==> src/rtl/if_fetch_pkg.sv <==
// Shared types and size helpers for the input-feature fetch unit.
// Build option: define IF_ZERO_PAD_EN for "same" zero padding.
package if_fetch_pkg;

    typedef enum logic [1:0] {
        ST_IDLE,
        ST_FETCH,
        ST_DRAIN,
        ST_DONE
    } fetch_state_e;

`ifdef IF_ZERO_PAD_EN
    localparam int PAD_EN = 1;
`else
    localparam int PAD_EN = 0;
`endif

    function automatic int calc_out_w(int img_w, int k);
        return (PAD_EN != 0) ? img_w : img_w - k + 1;
    endfunction

    function automatic int calc_out_h(int img_h, int k);
        return (PAD_EN != 0) ? img_h : img_h - k + 1;
    endfunction

    function automatic int calc_total(int img_w, int img_h, int k);
        return calc_out_w(img_w, k) * calc_out_h(img_h, k) * k * k;
    endfunction

    function automatic int cnt_w(int n);
        return (n <= 1) ? 1 : $clog2(n);
    endfunction

endpackage

==> src/rtl/if_fetch_unit_window_counter.sv <==
// Nested oy/ox/ky/kx window counters walking a feature map in im2col order.
// kx is innermost; `last` flags the final tap of the final output position.
module window_counter
    import if_fetch_pkg::*;
#(
    parameter int OUT_W = 6,
    parameter int OUT_H = 6,
    parameter int K     = 3,
    parameter int OY_W  = cnt_w(OUT_H),
    parameter int OX_W  = cnt_w(OUT_W),
    parameter int KW    = cnt_w(K)
) (
    input  logic            clk,
    input  logic            rst,
    input  logic            clr,
    input  logic            adv,
    output logic [OY_W-1:0] oy,
    output logic [OX_W-1:0] ox,
    output logic [KW-1:0]   ky,
    output logic [KW-1:0]   kx,
    output logic            last
);

    logic [OY_W-1:0] oy_q, oy_d;
    logic [OX_W-1:0] ox_q, ox_d;
    logic [KW-1:0]   ky_q, ky_d;
    logic [KW-1:0]   kx_q, kx_d;
    logic            oy_max, ox_max, ky_max, kx_max;

    assign oy_max = (oy_q == OY_W'(OUT_H - 1));
    assign ox_max = (ox_q == OX_W'(OUT_W - 1));
    assign ky_max = (ky_q == KW'(K - 1));
    assign kx_max = (kx_q == KW'(K - 1));

    always_comb begin
        oy_d = oy_q;
        ox_d = ox_q;
        ky_d = ky_q;
        kx_d = kx_q;
        if (clr) begin
            oy_d = '0;
            ox_d = '0;
            ky_d = '0;
            kx_d = '0;
        end else if (adv) begin
            // Each counter wraps and carries into the next outer one.
            kx_d = kx_max ? '0 : kx_q + 1'b1;
            if (kx_max) begin
                ky_d = ky_max ? '0 : ky_q + 1'b1;
                if (ky_max) begin
                    ox_d = ox_max ? '0 : ox_q + 1'b1;
                    if (ox_max) begin
                        oy_d = oy_max ? '0 : oy_q + 1'b1;
                    end
                end
            end
        end
    end

    always_ff @(posedge clk or posedge rst) begin
        if (rst) begin
            oy_q <= '0;
            ox_q <= '0;
            ky_q <= '0;
            kx_q <= '0;
        end else begin
            oy_q <= oy_d;
            ox_q <= ox_d;
            ky_q <= ky_d;
            kx_q <= kx_d;
        end
    end

    assign oy   = oy_q;
    assign ox   = ox_q;
    assign ky   = ky_q;
    assign kx   = kx_q;
    assign last = oy_max & ox_max & ky_max & kx_max;

endmodule

==> src/rtl/if_fetch_unit.sv <==
// Input-feature fetch unit: streams KxK window taps of one map from SRAM.
// Build option: IF_ZERO_PAD_EN enables "same" zero padding of border taps.
module if_fetch_unit
    import if_fetch_pkg::*;
#(
    parameter int IMG_W  = 8,
    parameter int IMG_H  = 8,
    parameter int K      = 3,
    parameter int ADDR_W = 16,
    parameter int DATA_W = 8
) (
    input  logic              clk,
    input  logic              rst,
    input  logic              if_read,
    input  logic              clr_if,
    input  logic [ADDR_W-1:0] base_addr,
    input  logic              if_stall,
    output logic              mem_rd_en,
    output logic [ADDR_W-1:0] mem_addr,
    input  logic [DATA_W-1:0] mem_rd_data,
    output logic [DATA_W-1:0] if_data,
    output logic              if_valid,
    output logic              if_done
);

    localparam int OUT_W = calc_out_w(IMG_W, K);
    localparam int OUT_H = calc_out_h(IMG_H, K);
    localparam int OY_W  = cnt_w(OUT_H);
    localparam int OX_W  = cnt_w(OUT_W);
    localparam int KW    = cnt_w(K);
`ifdef IF_ZERO_PAD_EN
    localparam int P     = (K - 1) / 2;
`endif

    fetch_state_e      state_q, state_d;
    logic [ADDR_W-1:0] base_q, base_d;
    logic              vld_q, vld_d;
    logic              issue, cnt_clr, cnt_adv, last;
    logic [OY_W-1:0]   oy;
    logic [OX_W-1:0]   ox;
    logic [KW-1:0]     ky, kx;
    logic [ADDR_W-1:0] tap_addr;
    int                row_i, col_i;

    window_counter #(
        .OUT_W(OUT_W),
        .OUT_H(OUT_H),
        .K    (K)
    ) u_win (
        .clk (clk),
        .rst (rst),
        .clr (cnt_clr),
        .adv (cnt_adv),
        .oy  (oy),
        .ox  (ox),
        .ky  (ky),
        .kx  (kx),
        .last(last)
    );

    always_comb begin
        state_d = state_q;
        base_d  = base_q;
        cnt_clr = 1'b0;
        cnt_adv = 1'b0;
        issue   = 1'b0;
        if_done = 1'b0;
        case (state_q)
            ST_IDLE: begin
                cnt_clr = 1'b1;
                if (if_read) begin
                    base_d  = base_addr;
                    state_d = ST_FETCH;
                end
            end
            ST_FETCH: begin
                if (!if_stall) begin
                    issue   = 1'b1;
                    cnt_adv = 1'b1;
                    if (last) state_d = ST_DRAIN;
                end
            end
            ST_DRAIN: state_d = ST_DONE;
            ST_DONE:  if_done = 1'b1;
            default:  state_d = ST_IDLE;
        endcase
        // clr_if overrides everything, including a same-cycle if_read.
        if (clr_if) begin
            state_d = ST_IDLE;
            base_d  = base_q;
            cnt_clr = 1'b1;
            cnt_adv = 1'b0;
            issue   = 1'b0;
        end
    end

`ifdef IF_ZERO_PAD_EN
    logic oob, pad_q, pad_d;

    always_comb begin
        row_i    = int'(oy) + int'(ky) - P;
        col_i    = int'(ox) + int'(kx) - P;
        oob      = (row_i < 0) || (row_i >= IMG_H) || (col_i < 0) || (col_i >= IMG_W);
        tap_addr = base_q + ADDR_W'(row_i * IMG_W + col_i);
        // Out-of-bounds taps still produce a (zero) beat but never touch SRAM.
        mem_rd_en = issue && !oob;
        mem_addr  = mem_rd_en ? tap_addr : '0;
        vld_d     = issue;
        pad_d     = issue && oob;
    end

    always_ff @(posedge clk or posedge rst) begin
        if (rst) pad_q <= 1'b0;
        else     pad_q <= pad_d;
    end

    assign if_data = (vld_q && !pad_q) ? mem_rd_data : '0;
`else
    always_comb begin
        row_i     = int'(oy) + int'(ky);
        col_i     = int'(ox) + int'(kx);
        tap_addr  = base_q + ADDR_W'(row_i * IMG_W + col_i);
        mem_rd_en = issue;
        mem_addr  = mem_rd_en ? tap_addr : '0;
        vld_d     = issue;
    end

    assign if_data = vld_q ? mem_rd_data : '0;
`endif

    always_ff @(posedge clk or posedge rst) begin
        if (rst) begin
            state_q <= ST_IDLE;
            base_q  <= '0;
            vld_q   <= 1'b0;
        end else begin
            state_q <= state_d;
            base_q  <= base_d;
            vld_q   <= vld_d;
        end
    end

    assign if_valid = vld_q;

endmodule

==> config.mk <==
export PLATFORM = sky130hd
export DESIGN_NAME = if_fetch_unit
export DESIGN_NICKNAME = d
export VERILOG_FILES = /design/src/rtl/if_fetch_pkg.sv /design/src/rtl/if_fetch_unit_window_counter.sv /design/src/rtl/if_fetch_unit.sv
export SDC_FILE = /design/constraint.sdc
export NUM_CORES = 1
export LEC_CHECK = 0
export BUFFER_PORTS_ARGS = -buffer_cell sky130_fd_sc_hd__buf_2
export CORE_MARGIN = 10
export CORE_UTILIZATION = 45
export CTS_CLUSTER_DIAMETER = 200
export DETAILED_ROUTE_END_ITERATION = 10
export HOLD_SLACK_MARGIN = 0.08
export PLACE_DENSITY = 0.7
export SKIP_LAST_GASP = 1
export SLEW_MARGIN = 20
export SYNTH_ARGS = -nofsm -noshare
export SYNTH_HDL_FRONTEND = slang
export SYNTH_HIERARCHICAL = 1
export SYNTH_SLANG_ARGS = --single-unit
export TNS_END_PERCENT = 5
==> constraint.sdc <==
create_clock -name clk -period 6.6 [get_ports clk]
set_clock_uncertainty 0.2 [all_clocks]
set_input_delay 0.66 -clock clk [delete_from_list [all_inputs] [get_ports clk]]
set_output_delay 0.66 -clock clk [all_outputs]
set_load 0.005 [all_outputs]
Word-level counts from Yosys, hierarchy flattened
Index checks and enable logic that the tools add are counted.
{"block": "totals", "regBits": 29, "in_bits": 29, "output_inout_bits": 27, "wordCells": 71}
{"block": "op_classes", "n_reduce_logical": 11, "eq_ne": 10, "mux": 31, "addsub": 8, "bitwise_logic": 4}
{"cell": "3-bit two-way mux", "count": 11}
{"cell": "2-bit two-way mux", "count": 11}
{"cell": "16-bit by 8-bit adder with 16-bit output", "count": 1}
{"cell": "16-bit two-way mux", "count": 1}
{"cell": "3-bit != test, second input constant", "count": 3}
{"cell": "3-bit by 2-bit adder with 4-bit output", "count": 2}
{"cell": "7-bit by 4-bit adder with 8-bit output", "count": 1}
{"cell": "2-bit == test, second input constant", "count": 4}
{"cell": "8-bit two-way mux", "count": 1}
{"cell": "4-bit AND reduction", "count": 2}
{"cell": "2-bit nonzero test", "count": 4}
{"cell": "3-bit by 1-bit adder with 3-bit output, second input constant", "count": 2}
{"cell": "3-bit == test, second input constant", "count": 2}
{"cell": "1-bit two-way mux", "count": 6}
{"cell": "2-bit one-hot mux with 3 select lines", "count": 1}
{"cell": "3-bit AND reduction", "count": 2}
{"cell": "2-bit by 1-bit adder with 2-bit output, second input constant", "count": 2}
{"cell": "4-bit nonzero test", "count": 1}
{"cell": "1-bit bitwise AND", "count": 3}
{"cell": "2-bit by 1-bit == test with 1-bit output, second input constant", "count": 1}
{"cell": "2-bit logical NOT", "count": 1}
{"cell": "2-bit AND reduction", "count": 1}
{"cell": "1-bit inverter", "count": 1}

Depth between registers and ports, before layout
Gate-level depths: netlist (run 1).
{"block": "depth", "ltp_word": 8, "depth_mapped": 9, "depth_no_buf": 9}

Modules after synthesis
Netlist (run 1), hierarchy kept.
{"module": "if_fetch_unit", "seq_area_each_um2": 475.5, "cells_per_inst": 155, "n_inst": 1, "area_each_um2": 1554.0}
{"module": "window_counter", "seq_area_each_um2": 250.2, "cells_per_inst": 56, "n_inst": 1, "area_each_um2": 540.5}

Worst setup path before layout (run 1)
No wires, ideal clock.
{"block": "synth_path", "path_kind": "register to output", "start": "reg u_win.ky_q[0] (netlist: u_win/ky[0])", "end": "out mem_addr[11]", "path_stages_with_launch": 10, "t_arrival_ns": 2.807, "n_path_buf": 0, "setup_slack_ns": 2.933, "required_ns": 5.740, "cell_sequence": "dfrtp_1 > ha_1 > fa_1 > xor2_1 > ha_1 > ha_1 > o211ai_1 > o211a_1 > or4_2 > a21oi_1"}
{"block": "synth_between", "elab_chain_cells": 4}
{"item": "start, declared", "line": "if_fetch_unit_window_counter.sv:26", "text": "logic [KW-1:0] ky_q, ky_d;"}
{"item": "start signal, assigned", "line": "if_fetch_unit_window_counter.sv:69", "text": "ky_q <= ky_d;"}
{"item": "3-bit by 2-bit adder with 4-bit output", "line": "if_fetch_unit.sv:120", "text": "row_i = int'(oy) + int'(ky);"}
{"item": "7-bit by 4-bit adder with 8-bit output", "line": "if_fetch_unit.sv:122", "text": "tap_addr = base_q + ADDR_W'(row_i * IMG_W + col_i);"}
{"item": "16-bit by 8-bit adder with 16-bit output", "line": "if_fetch_unit.sv:122"}
{"item": "16-bit two-way mux", "line": "if_fetch_unit.sv:124", "text": "mem_addr = mem_rd_en ? tap_addr : '0;"}
{"item": "end, declared", "line": "if_fetch_unit.sv:19", "text": "output logic [ADDR_W-1:0] mem_addr,"}
No other way between the ends.

Worst setup path after layout (run 1)
{"block": "layout_path", "start": "reg u_win.oy_q[0] (netlist: u_win/oy[0])", "end": "out mem_addr[11]"}
{"block": "layout_between", "elab_chain_cells": 4}
{"item": "start, declared", "line": "if_fetch_unit_window_counter.sv:24", "text": "logic [OY_W-1:0] oy_q, oy_d;"}
{"item": "start signal, assigned", "line": "if_fetch_unit_window_counter.sv:67", "text": "oy_q <= oy_d;"}
{"item": "3-bit by 2-bit adder with 4-bit output", "line": "if_fetch_unit.sv:120"}
{"item": "7-bit by 4-bit adder with 8-bit output", "line": "if_fetch_unit.sv:122"}
{"item": "16-bit by 8-bit adder with 16-bit output", "line": "if_fetch_unit.sv:122"}
{"item": "16-bit two-way mux", "line": "if_fetch_unit.sv:124"}
No other way between the ends.

==> results of run 1 <==
[flip-flops by register name, indices dropped and copies added, names as in the netlist]
register,count
state_q,2
u_win/ox,3
u_win/oy,3
if_valid,1
base_q,16
u_win/kx,2
u_win/ky,2
[power groups by stage]
stage | combinational (mW) | clock (mW) | sequential, mW
after floorplan | 0.204 | 0 | 0.277
after global routing | 0.300 | 0.155 | 0.300
final | 0.264 | 0.140 | 0.293
after global placement | 0.260 | 0 | 0.293
after CTS | 0.267 | 0.144 | 0.292
after detailed placement | 0.266 | 0 | 0.295
[stage by stage]
stage               worst slack [ns]  cell area [µm²]
CTS                             2.38             2490
finish                          2.38             2490
detailed placement              2.69             2410
global route                    2.23             2490
floorplan                       2.93             2090
global placement                2.76             2410
[routing by layer]
layer | track usage | vias up
met5 | 0 | -
met4 | 0.0411 | 0
met1 | 0.169 | 833
met2 | 0.207 | 88
met3 | 0.0478 | 7
li1 | - | 883
[final cells by class]
type | instances | share of cell area
repair buffers | 55 | 0.110
multi-input cells | 168 | 0.525
clock buffers | 6 | 0.0291
well taps | 52 | 0.0261
flip-flops and latches | 29 | 0.291
clock inverters | 2 | 0.00402
inverters | 9 | 0.0136
[final timing paths]
check | from | endpoint
min reg2reg | base_q[4]$_DFFE_PP0P_ | base_q[4]$_DFFE_PP0P_
min | rst | u_win/kx[1]$_DFFE_PP0P_
max in group asynchronous | rst | base_q[13]$_DFFE_PP0P_
max | u_win/oy[0]$_DFFE_PP0P_ | mem_addr[11]
min in group clk | base_q[4]$_DFFE_PP0P_ | base_q[4]$_DFFE_PP0P_
max reg2reg | state_q[1]$_DFFE_PP0P_ | u_win/oy[2]$_DFFE_PP0P_
[kinds of logic (layout without fill, tap and decap cells)]
| family | after synthesis | count (layout) | share of synthesized area |
|---|---|---|---|
| xor gates and xnor gates | 6 | 6 | 0.0251 |
| AOI/OAI and AO/OA | 45 | 45 | 0.134 |
| and+or+nand+nor | 75 | 75 | 0.214 |
| adders and majority gates | 22 | 22 | 0.146 |
| DFF | 29 | 29 | 0.346 |
| buffers and inverters | 14 | 72 | 0.0287 |
| muxes | 20 | 20 | 0.105 |
[critical path: cells and delay by family, from the launching register on]
family	cells	cell delay (ns)
compound gates	3	0.57
xor+xnor	1	0.16
fa+ha+maj	4	1.27
buf+inv	1	0.13
flops	1	0.42
simple gates	1	0.54
[layout by cell type (no fill, tap or decap), drive strengths merged, types with 6 or more instances in the layout]
cell type  instances
buf               55
dfrtp             29
a21oi             19
ha                18
mux2              16
and2              12
nor2              11
nand2             11
inv                9
o21ai              7
nand3b             6
nand2b             6
clkbuf             6
==> flow_metrics.py, run 1 <==
metrics = {
    "synthesis": {
        "postSynthCellCount": 211,
        "yosys_register_bits": 29,
        "async_flop_share": 1.00,
        "synth_area_um2": 2090,
        "syn-num-nets": 262,
        "yosysSeqAreaShare": 0.346,
        "synthTopCellsByCount": "dfrtp_1, a21oi_1, ha_1",
        "ys.flop_type": "dfrtp_1",
        "synth_top_area_frac": 0.346,
        "yosys.cell_count.top_type": "dfrtp_1",
        "synth_area_leaders": "dfrtp_1, ha_1, mux2_2",
        "yosysUniqueCellTypes": 45,
        "syn_area_per_cell_um2": 9.93,
        "synth-edff-count": 0,
        "yosys.area.top_type": "dfrtp_1",
        "yosys_warnings": 6,
    },
    "critical_path": {
        "critPathKind": "reg2out",
        "path_cells": "ha_1, fa_1, xor2_1, ha_1, ha_1, o211ai_1, o211a_1, or4_2, a21oi_1, buf_2",
        "crit_path_max_incr_delay_ns": 0.54,
        "required_ns": 5.74,
        "timing.critical_path.mode_cell": "ha_1",
        "crit_path_max_fanout": 6,
        "cp.arrival_ns": 3.36,
        "timing.critical_path.slowest_stage_cell": "or4_2",
        "startpoint_type": "flip-flop",
        "r2r_slack_ns": 3.41,
        "worst-r2r-cell-count": 7,
        "endpoint_kind": "primary output",
    },
    "clock_tree": {
        "cts_setup_buffers": 0,
        "clock_path_buffers": 2,
        "cts_tree": "built",
        "hold_buffers": 0,
        "clock_latency_ns": 0.27,
        "cts_buffers": 5,
        "cts-resized-gates": 0,
        "clkSlewWorstSetupHoldPaths_ns": 0.06,
        "cts-root-buf": "clkbuf_8",
        "cts_sinks": 29,
        "htreeDepth": 2,
    },
    "layout": {
        "final_util": 0.561,
        "nFillCells": 407,
        "register_area_um2": 726,
        "diodes": 0,
        "finalNonFillerCells": 321,
        "syn_to_final_growth_pct": 18.9,
        "drive_above_1_share": 0.331,
        "multiInputGateArea_um2": 1310,
        "final_nets": 319,
    },
    "timing": {
        "drv_slew": 0,
        "fin_crit_sh": 0.639,
        "timing.fmax_mhz": 237,
        "whs_ns": 0.169,
        "fin_crit_ns": 4.22,
        "setup_viol": 0,
        "setup-tns-final_ns": 0,
        "maxSlewHeadroom": 0.453,
        "max_slew.worst_pin.slew_ns": 0.818,
        "rsz0062_at_grt": "false",
        "hold_viol_final": 0,
    },
    "pwr": {
        "pwr-share-seq": 0.420,
        "ir_drop_uv": 233,
        "sw_frac_of_total": 0.369,
        "intPower_mw": 0.440,
        "power_frac_comb": 0.379,
        "p_clk_frac": 0.201,
        "total_power_mw": 0.697,
        "p_leak_nw": 1.23,
        "switching_power_mw": 0.257,
        "power.density_nw_per_um2": 280,
    },
    "detailed_routing": {
        "detail-route-antenna-nets": 0,
        "maxUsedRoutingLayer": "met4",
        "drt-met1-wl_um": 2330,
        "dr_wl_met3_um": 549,
        "drt_wl_total_um": 5110,
        "dr.first_iter.drc_count": 84,
        "route.detailed.drc": 0,
        "dr_total_vias": 1811,
        "wl_met2_um": 2140,
        "avgRoutedWirePerCell_um": 15.9,
        "detailedRoute.firstPassIterationCount": 4,
        "viasPerCell": 5.64,
    },
    "grt": {
        "grt_overflow": 0,
        "antenna_found_initial": 0,
        "grt_usage": 0.133,
        "grt_pass1_wl_um": 8270,
        "grt_pass1_vias": 1785,
        "grt_max_degree": 20,
    },
    "die": {
        "ios": 56,
        "die_area_um2": 7780,
        "fp.dieH_um": 88.2,
        "start_util": 0.471,
        "die_x_um": 88.2,
        "row_count": 24,
        "core_um2": 4440,
    },
    "placed_design": {
        "dp_cells": 313,
        "place.gp.congestion": 0.866,
        "hpwl_um": 4030,
        "io_buffers": 55,
    },
    "job": {
        "drv_cap": 0,
    },
    "status": {
        "status": "finished clean",
    },
    "worst_hold_path": {
        "min_path_type": "in2async",
    },
}
Note: power is estimated with default switching activity, not from simulation.
==> run 2, diff against run 1 <==
--- a/config.mk
+++ b/config.mk
@@ -11,7 +11,7 @@
 export CTS_CLUSTER_DIAMETER = 200
 export DETAILED_ROUTE_END_ITERATION = 10
 export HOLD_SLACK_MARGIN = 0.08
-export PLACE_DENSITY = 0.7
+export PLACE_DENSITY = 0.73
 export SKIP_LAST_GASP = 1
 export SLEW_MARGIN = 20
 export SYNTH_ARGS = -nofsm -noshare
==> constraint.sdc (replaced) <==
create_clock -name clk -period 3.8 [get_ports clk]
set_clock_uncertainty 0.2 [all_clocks]
set_input_delay 0.38 -clock clk [delete_from_list [all_inputs] [get_ports clk]]
set_output_delay 0.38 -clock clk [all_outputs]
set_load 0.005 [all_outputs]
==> flow_metrics.py, run 2 (synthesis results as in run 1) <==
metrics = {
    "status": {
        "status": "finished clean",
    },
    "pwr": {
        "sw_frac_of_total": 0.352,
        "p_leak_nw": 1.27,
        "p_clk_frac": 0.255,
        "ir_drop_uv": 347,
        "switching_power_mw": 0.475,
        "power.density_nw_per_um2": 511,
        "intPower_mw": 0.874,
        "pwr-share-seq": 0.376,
        "power_frac_comb": 0.369,
    },
    "timing": {
        "hold_viol_final": 0,
        "rsz0062_at_grt": "true",
        "max_slew.worst_pin.slew_ns": 0.851,
        "fin_crit_sh": 0.970,
        "fin_crit_ns": 3.69,
        "setup_ws_ns": 0.114,
        "setup-tns-final_ns": 0,
        "setup_viol": 0,
        "drv_slew": 0,
        "timing.fmax_mhz": 271,
        "maxSlewHeadroom": 0.431,
        "whs_ns": 0.0893,
    },
    "detailed_routing": {
        "avgRoutedWirePerCell_um": 16.1,
        "detailedRoute.firstPassIterationCount": 4,
        "drt_wl_total_um": 5300,
        "detail-route-antenna-nets": 0,
        "viasPerCell": 5.61,
        "dr.first_iter.drc_count": 91,
        "dr_total_vias": 1840,
        "route.detailed.drc": 0,
    },
    "critical_path": {
        "r2r_slack_ns": 1.07,
        "startpoint_type": "flip-flop",
        "worst-r2r-cell-count": 7,
        "crit_path_max_fanout": 2,
        "critPathKind": "reg2out",
        "endpoint_kind": "primary output",
        "required_ns": 3.22,
        "r2r-start": "state_q[1]$_DFFE_PP0P_",
        "cp.arrival_ns": 3.11,
        "r2r-end": "u_win/oy[2]$_DFFE_PP0P_",
    },
    "worst_hold_path": {
        "min_to": "state_q[0]$_DFFE_PP0P_",
        "hold_depth": 2,
        "min_path_type": "in2reg",
        "min-delay-start": "clr_if",
    },
    "layout": {
        "diodes": 0,
        "syn_to_final_growth_pct": 25.9,
        "largest_reg_flops": 16,
        "final_nets": 326,
        "nFillCells": 401,
        "final_util": 0.593,
        "layout_common_cells": "buf_2, dfrtp_1, a21oi_1",
        "final_common_cell": "buf_2",
        "drive_above_1_share": 0.380,
        "finalNonFillerCells": 328,
        "top_register": "base_q",
    },
    "grt": {
        "grt_max_degree": 20,
        "grt_usage": 0.137,
        "grt_pass1_wl_um": 8480,
        "grt_pass1_vias": 1746,
        "grt_overflow": 0,
        "antenna_found_initial": 0,
    },
    "placed_design": {
        "io_buffers": 55,
        "place.gp.congestion": 0.837,
        "hpwl_um": 3970,
        "post-place-ws_ns": 0.194,
        "dp_cells": 315,
    },
    "clock_tree": {
        "clock_path_buffers": 2,
        "cts_buffers": 5,
        "clkSlewWorstSetupHoldPaths_ns": 0.07,
        "clock_latency_ns": 0.29,
        "htreeDepth": 2,
        "cts_tree": "built",
        "cts_sinks": 29,
        "cts-root-buf": "clkbuf_8",
    },
    "die": {
        "row_count": 24,
        "die_x_um": 88.2,
        "core_um2": 4440,
        "die_area_um2": 7780,
        "start_util": 0.471,
        "fp.dieH_um": 88.2,
        "ios": 56,
    },
    "job": {
        "drv_cap": 0,
    },
}
[run 2: routing by layer]
layer / track usage / share of wire
met1: 0.181 / 0.47
met2: 0.204 / 0.43
met3: 0.0414 / 0.089
met4: 0.0573 / 0.010
met5: 0 / 0
[run 2: power by group through the flow]
stage	clock network (mW)	registers (mW)	logic, mW
after detailed placement	0	0.511	0.458
final	0.344	0.507	0.498
after floorplan	0	0.480	0.354
after global routing	0.364	0.524	0.567
after CTS	0.348	0.506	0.470
after global placement	0	0.508	0.450
[run 2: worst max path at each step]
stage / startpoint / endpoint
final: u_win/oy[0]$_DFFE_PP0P_ / mem_addr[11]
after global routing: u_win/oy[0]$_DFFE_PP0P_ / mem_addr[9]
after CTS: u_win/oy[0]$_DFFE_PP0P_ / mem_addr[11]
after detailed placement: u_win/oy[0]$_DFFE_PP0P_ / mem_addr[11]
after global placement: u_win/ky[0]$_DFFE_PP0P_ / mem_addr[11]
after floorplan: u_win/ky[0]$_DFFE_PP0P_ / mem_addr[11]
[run 2: critical path: stages, from the launching register on]
cell and delay (ns):
dfrtp_1 0.39, ha_2 0.20, fa_2 0.33, xor2_1 0.15, ha_1 0.32, ha_4 0.28
o211ai_1 0.09, o211a_1 0.25, or4_2 0.56, a21oi_2 0.13, buf_2 0.12
[run 2: what timing repair did]
item	4_1_cts	5_1_grt
setup buffers	3	1
gates resized for setup	1	9
setup endpoints to repair	1	4
pin swaps	2	4
hold endpoints to repair	23	0
hold buffers	1	0
[run 2: through the flow]
| step | power [mW] | area (µm²) |
|---|---|---|
| floorplan | 0.834 | 2090 |
| global placement | 0.958 | 2420 |
| detailed placement | 0.969 | 2420 |
| CTS | 1.32 | 2590 |
| global route | 1.46 | 2640 |
| finish | 1.35 | 2640 |
[run 2: area by class of cell]
cell class | instances | area (µm²) | area share
clock inverter | 2 | 37.5 | 0.0142
clock buffer | 6 | 82.6 | 0.0313
tap | 52 | 65.1 | 0.0247
multi-input combinational | 168 | 1360 | 0.516
sequential | 29 | 728 | 0.276
timing repair buffer | 62 | 330 | 0.125
inverter | 9 | 33.8 | 0.0128
